[src/rtl/serial_subtractor.sv]
// Bit-serial two's-complement subtractor: A - B computed LSB first as A + ~B + 1
// through one full-adder cell, with Y86 condition codes and unsigned borrow-out.
module serial_subtractor #(
   parameter int WIDTH = 64
) (
   input  logic             clk,
   input  logic             rst_n,
   input  logic             start,
   input  logic [WIDTH-1:0] A,
   input  logic [WIDTH-1:0] B,
   output logic             busy,
   output logic             done,
   output logic [WIDTH-1:0] Diff,
   output logic             Bout,
   output logic             ZF,
   output logic             SF,
   output logic             OF
);
   localparam int CW = $clog2(WIDTH) + 1;

   typedef enum logic [1:0] {IDLE, RUN, DONE} state_t;

   state_t           r_state, w_next;
   logic [WIDTH-1:0] r_sa, r_sb;
   logic [WIDTH-2:0] r_res;
   logic [CW-1:0]    r_cnt;
   logic             r_carry, r_a_msb, r_b_msb;
   logic             w_sum, w_cout, w_last;
   logic [WIDTH-1:0] w_res;

   assign w_sum  = r_sa[0] ^ r_sb[0] ^ r_carry;
   assign w_cout = (r_sa[0] & r_sb[0]) | (r_carry & (r_sa[0] ^ r_sb[0]));
   // Sum bits enter from the MSB side so the result is aligned after WIDTH shifts.
   assign w_res  = {w_sum, r_res};
   assign w_last = (r_cnt == CW'(WIDTH - 1));

   always_comb begin
      w_next = r_state;
      case (r_state)
         IDLE:    if (start) w_next = RUN;
         RUN:     if (w_last) w_next = DONE;
         DONE:    w_next = IDLE;
         default: w_next = IDLE;
      endcase
   end

   always_ff @(posedge clk or negedge rst_n) begin
      if (!rst_n) r_state <= IDLE;
      else        r_state <= w_next;
   end

   always_ff @(posedge clk or negedge rst_n) begin
      if (!rst_n) begin
         r_sa    <= '0;
         r_sb    <= '0;
         r_res   <= '0;
         r_cnt   <= '0;
         r_carry <= 1'b0;
         r_a_msb <= 1'b0;
         r_b_msb <= 1'b0;
         busy    <= 1'b0;
         done    <= 1'b0;
         Diff    <= '0;
         Bout    <= 1'b0;
         ZF      <= 1'b0;
         SF      <= 1'b0;
         OF      <= 1'b0;
      end else begin
         busy <= (w_next == RUN);
         done <= (w_next == DONE);
         case (r_state)
            IDLE: if (start) begin
               r_sa    <= A;
               r_sb    <= ~B;
               r_carry <= 1'b1;
               r_cnt   <= '0;
               // Operand signs are kept here since the shift registers lose them.
               r_a_msb <= A[WIDTH-1];
               r_b_msb <= B[WIDTH-1];
            end
            RUN: begin
               r_sa    <= r_sa >> 1;
               r_sb    <= r_sb >> 1;
               r_res   <= w_res[WIDTH-1:1];
               r_carry <= w_cout;
               r_cnt   <= r_cnt + CW'(1);
               if (w_last) begin
                  Diff <= w_res;
                  Bout <= ~w_cout;
                  ZF   <= (w_res == '0);
                  SF   <= w_sum;
                  OF   <= (r_a_msb != r_b_msb) && (w_sum != r_a_msb);
               end
            end
            default: ;
         endcase
      end
   end
endmodule

[config.mk]
export PLATFORM = sky130hd
export DESIGN_NAME = serial_subtractor
export DESIGN_NICKNAME = d
export VERILOG_FILES = /design/src/rtl/serial_subtractor.sv
export SDC_FILE = /design/constraint.sdc
export NUM_CORES = 1
export LEC_CHECK = 0
export CAP_MARGIN = 20
export CORE_ASPECT_RATIO = 0.75
export CORE_MARGIN = 2
export CORE_UTILIZATION = 50
export CTS_BUF_LIST = sky130_fd_sc_hd__clkbuf_2 sky130_fd_sc_hd__clkbuf_4 sky130_fd_sc_hd__clkbuf_8
export DETAILED_ROUTE_END_ITERATION = 16
export PLACE_DENSITY = 0.86
export SYNTH_ARGS = -nofsm -noshare
export SYNTH_HDL_FRONTEND = slang
export SYNTH_SLANG_ARGS = --single-unit
[constraint.sdc]
create_clock -name clk -period 1.75 [get_ports clk]
set_input_delay 0.35 -clock clk [delete_from_list [all_inputs] [get_ports clk]]
set_output_delay 0.35 -clock clk [all_outputs]
set_load 0.005 [all_outputs]
# Word-level counts from Yosys, hierarchy flattened
# Cells that the tools add are included.
# word_totals
wordCells	48
inputBits	131
ff_bits	273
output_inout_bits	70
# op_classes
n_eq_ne	7
reduce_logical	7
mux	11
n_addsub	1
bitwise	7
# op_table
cell	n
$pmux W64 S2	2
$mux W64	2
$logic_not A64 Y1	1
$not A64 Y64	1
$pmux W7 S2	1
$add A7 B1 Y7 const B	1
$eq A7 B6 Y1 const B	1
$mux W7	1
$reduce_and A2 Y1	3
$eq A2 B1 Y1 const B	2
$mux W2	2
$pmux W2 S2	1
$and A1 B1 Y1	2
$eq A2 B2 Y1 const B	1
$logic_not A2 Y1	1
$ne A1 B1 Y1	2
$ne A2 B2 Y1 const B	1
$pmux W1 S2	1
$reduce_bool A2 Y1	1
$xor A1 B1 Y1	2
$logic_and A1 B1 Y1	1
$mux W1	1
$not A1 Y1	1
$or A1 B1 Y1	1

# Depth between registers and ports, before layout
# depth
ltp_word	4
depth_mapped	8
depth_no_buf	6

# Worst setup path after synthesis
# Ideal clock, no wire load.
# synth_timing
kind	reg2reg
from	register r_cnt[0]
to	register Diff[0]
required_time_ns	1.625
synth_period_minus_slack_ns	1.836
setup_time_ns	0.125
path_stages_with_launch	6
n_path_buf	1
path_slack_ns	-0.086
t_arrival_ns	1.711
cell_sequence	dfrtp_1 ha_1 nand2_1 nor4_4 buf_6 mux2_4
# synth_between
elab_chain_len	2
# synth_lines
item	line_no	source
start: declaration	26	logic [CW-1:0] r_cnt;
start signal: assignment	86	r_cnt <= r_cnt + CW'(1);
$eq A7 B6 Y1	35	assign w_last = (r_cnt == CW'(WIDTH - 1));
$reduce_and A2 Y1 (no line)	-	
end signal: assignment	88	Diff <= w_res;
end: declaration	13	output logic [WIDTH-1:0] Diff,
# No other way between the ends.
# A chain may end at the register's enable or synchronous reset.

# Worst setup path in the final report
# layout_timing
from	register r_sb[0]
to	register ZF
# layout_between
elab_chain_len	3
# layout_lines
item	line_no	source
start: declaration	24	logic [WIDTH-1:0] r_sa, r_sb;
start signal: assignment	74	r_sb <= ~B;
start signal: assignment	83	r_sb <= r_sb >> 1;
$xor A1 B1 Y1 (2 in a row)	31	assign w_sum = r_sa[0] ^ r_sb[0] ^ r_carry;
$logic_not A64 Y1	90	ZF <= (w_res == '0);
end signal: assignment	90	
end: declaration	15	output logic ZF,
# No other way between the ends.

==> impl.org <==
** Route
- Drt pass-1 iters :: 6
- Routed WL per cell :: ~18 um
- DRC violation count after routing :: 0
- Detailed Route WL :: about 31 mm
- Antenna viol nets, final :: 0
- The first routing iteration left ~860 violations.
- Vias after detailed routing :: 9880
- Per-cell via count in the routed design :: approximately 5.8

** Layout
- Area taken by flip-flops and latches :: slightly below 7000 um2
- In the layout the commonest cells are dfrtp_1 (270), a22oi_1 (191), nand2_1 (191), o21ai_0 (132), clkdlybuf4s50_1 (129).
- Final instance area :: between 15000 and 20000 um2
- Fraction of layout instances using a drive strength above 1 :: 0.172
- Number of fill cells :: roughly 1700
- Final standard cell utilization of the core :: 0.678
- Number of nets in the finished design :: about 1500
- The repair_antennas step left the layout with diodes totalling 0.
- Area used by multi-input combinational logic :: 4790 um2
- Most common cell after layout, fill and taps aside :: dfrtp_1
- Relative to the synthesized area, the layout overhead comes to 32.1%.

** Timing
- Clock skew on the completed layout was measured at about 15 ps.
- Setup violations remaining at the end of the flow were counted as 1.
- Minimum period implied by the final worst setup slack :: between 1500 and 2000 ps
- Slew margin rel. :: 0.540
- F_max :: 559 MHz
- For the pin with the worst max-slew slack, the measured transition is just under 700 ps.
- Minimum setup slack in the final design :: -38.2 ps
- Pins Over Slew Limit :: 0
- In the finished design, the share of the clock period the worst path needs comes to 1.02.
- Setup repair after global routing missed its margin :: true
- Final hold violation count :: 0
- Setup tns final :: -38.2 ps

** Floorplan
- Placeable core region :: roughly 23000 um2
- Die area :: about 25000 um2
- Horiz. Die Dim :: about 180 um
- Die height :: approximately 140 um
- The initialized floorplan defines 48 standard-cell rows.
- Effective utilization at floorplan :: 0.513
- In this run the count of I/O pins placed on the die edge is 201.

** Clock network
- Worst skew pair latency :: between 500 and 600 ps
- Maximum root-to-sink buffer count :: 3
- CTS Root Cell :: clkbuf_8
- In this run the number of H-tree levels came out at 2.
- TritonCTS built the clock tree.
- Buffers inserted during clock tree synthesis total 43.
- Counting every sink on the clock net gives around 270.
- After clock tree synthesis, the clock-pin slew on the worst setup and hold paths is approximately 60 ps.

** Critical path
- Required arrival time at the worst endpoint :: 2220 ps
- For the worst setup path, the data arrival time is between 2000 and 2500 ps.
- Kind of critical path :: reg2reg
- Worst Path Max Fanout :: 2
- The worst setup path is captured at a register.
- Critical path launch point type :: register

** Global routing
- Number of global-route vias before repair :: between 9000 and 10000
- Entering global routing, the biggest net connects 70 pins.
- Global routing usage summed across all routing layers :: 0.243
- The first global-routing pass estimated around 50 mm of wire.
- The initial antenna violation count came to 3.
- After global routing the overflow that remains totals 0.

** Run status
- The flow ran to the end, but the final reports show violations.
- Failing checks :: negative setup slack

** Synthesis
- Ys Warns :: 0
- Portion of the post-synthesis area used by sequential elements :: 0.571
- After synthesis the cells add up to about 12000 um2.
- Synthesis produced roughly 1100 cells.
- Avg Inst Size Synth :: between 10 and 15 um2
- The number of nets in the synthesized netlist is ~1300.
- After synthesis the netlist holds a flip-flop and latch count of 272.
- Netlist cell types :: 33

** Power and ir drop
- P per Cell Area :: ~1400 nW/um2
- The worst-case IR drop observed on VDD is roughly 0.6 mV.
- Summed over all cells, the static leakage comes to roughly 0.0076 uW.

** Min path
- Path category of the worst min-delay check :: in2async

** Run
- Max-cap violations in this run came to 0.

** Place
- Routability congestion estimate :: about 0.81
- Post-Place Worst Slack :: -108 ps
- Sum of net half-perimeters after detailed placement :: around 20 mm
- Instance area at placement :: between 10000 and 15000 um2
- Buffers placed on the I/O ports in this run total 200.
-- critical path, stage by stage, from the launching register on --
cell	delay, ps
dfrtp_1	360
inv_2	40
fa_1	570
nor4b_4	210
nand4_1	170
nor4_2	190
mux2_4	180
-- per-layer routing --
| metal | part of all wire | track usage | vias to the layer above |
|---|---|---|---|
| met3 | 0.059 | 0.0457 | 60 |
| met4 | 0.022 | 0.0739 | 4 |
| met2 | 0.47 | 0.382 | 350 |
| li1 | - | - | 4556 |
| met5 | 0.00078 | 0 | - |
| met1 | 0.45 | 0.347 | 4910 |
-- where the power goes --
part	internal, uW	switching [uW]	leakage (uW)
logic	3130	2770	0.00354
clock network	3150	2480	0.000492
registers	8420	1910	0.00359
total	14700	7150	0.00762
-- logic make-up after synthesis --
family / Yosys count / share of synthesized area
and+or+nand+nor: 295 / 0.102
AOI/OAI and AO/OA: 396 / 0.208
adders and majority gates: 2 / 0.00273
DFF: 272 / 0.571
muxes: 70 / 0.0785
buffers and inverters: 99 / 0.0378
-- cells in the mapped netlist --
master / instances / area (um2)
a21oi_1: 66 / 330
a22o_1: 2 / 17.5
a22oi_1: 191 / 1430
a31oi_1: 1 / 6.26
buf_1: 4 / 15.0
buf_2: 18 / 90.1
buf_4: 1 / 7.51
buf_6: 7 / 78.8
clkbuf_1: 64 / 240
dfrtp_1: 272 / 6810
fa_1: 1 / 20.0
ha_1: 1 / 12.5
inv_1: 5 / 18.8
mux2_1: 1 / 11.3
mux2_2: 27 / 304
mux2_4: 40 / 601
mux2i_1: 2 / 20.0
nand2_1: 192 / 721
nand2b_1: 4 / 25.0
nand3_2: 1 / 10.0
nand3b_1: 2 / 15.0
nand4_1: 6 / 37.5
nor2_1: 68 / 255
nor2b_1: 1 / 6.26
nor3_1: 1 / 5.00
nor4_1: 17 / 106
nor4_4: 1 / 21.3
nor4b_1: 1 / 8.76
o21ai_0: 132 / 661
o21bai_1: 1 / 7.51
o221ai_1: 2 / 17.5
o31ai_1: 1 / 7.51
or3b_2: 1 / 8.76
-- sequential cells by signal (all words and copies together), names as in the netlist --
register,cells
r_state,2
r_sa,64
r_carry,1
Diff,64
r_cnt,7
ZF,1
Bout,1
busy,1
OF,1
done,1
r_a_msb,1
r_sb,64
r_res,63
r_b_msb,1
-- stage by stage --
stage | total power [uW] | instances | hold slack, ps
detailed placement | 16200 | 1592 | 328
global route | 23300 | 1697 | 373
CTS | 21900 | 1694 | 358
global placement | 15800 | 1592 | 312
floorplan | 13400 | 1134 | 54.4
finish | 21900 | 1697 | 367
-- final cells by class --
type / count / area share
tap: 300 / 0.0238
clock buffer: 68 / 0.0550
timing repair buffer: 280 / 0.180
inverter: 5 / 0.00135
multi-input combinational: 763 / 0.304
clock inverter: 9 / 0.00326
sequential: 272 / 0.433
-- what timing repair did --
action | CTS | global route
hold buffers | 1 | 0
pin swaps | 2 | 1
buffers inserted | 24 | 3
resized for setup | 77 | 10
endpoints found under the setup margin | 84 | 70
hold endpoints to repair | 46 | 0
-- path summary, 6_finish.rpt --
path / start / to / slack [ps] / depth (start not counted)
worst max-delay path: r_sb[0] / ZF / -40 / 6
worst min-delay path: rst_n / r_res[47] / 370 / 2
worst max register to register: r_sb[0] / ZF / -40 / 6
worst min register to register: r_cnt[4] / r_cnt[4] / 500 / 1
max in group asynchronous: rst_n / r_sa[5] / 750 / 3
min in group clk: A[49] / r_sa[49] / 490 / 3
(Power assumes the default switching activity.)
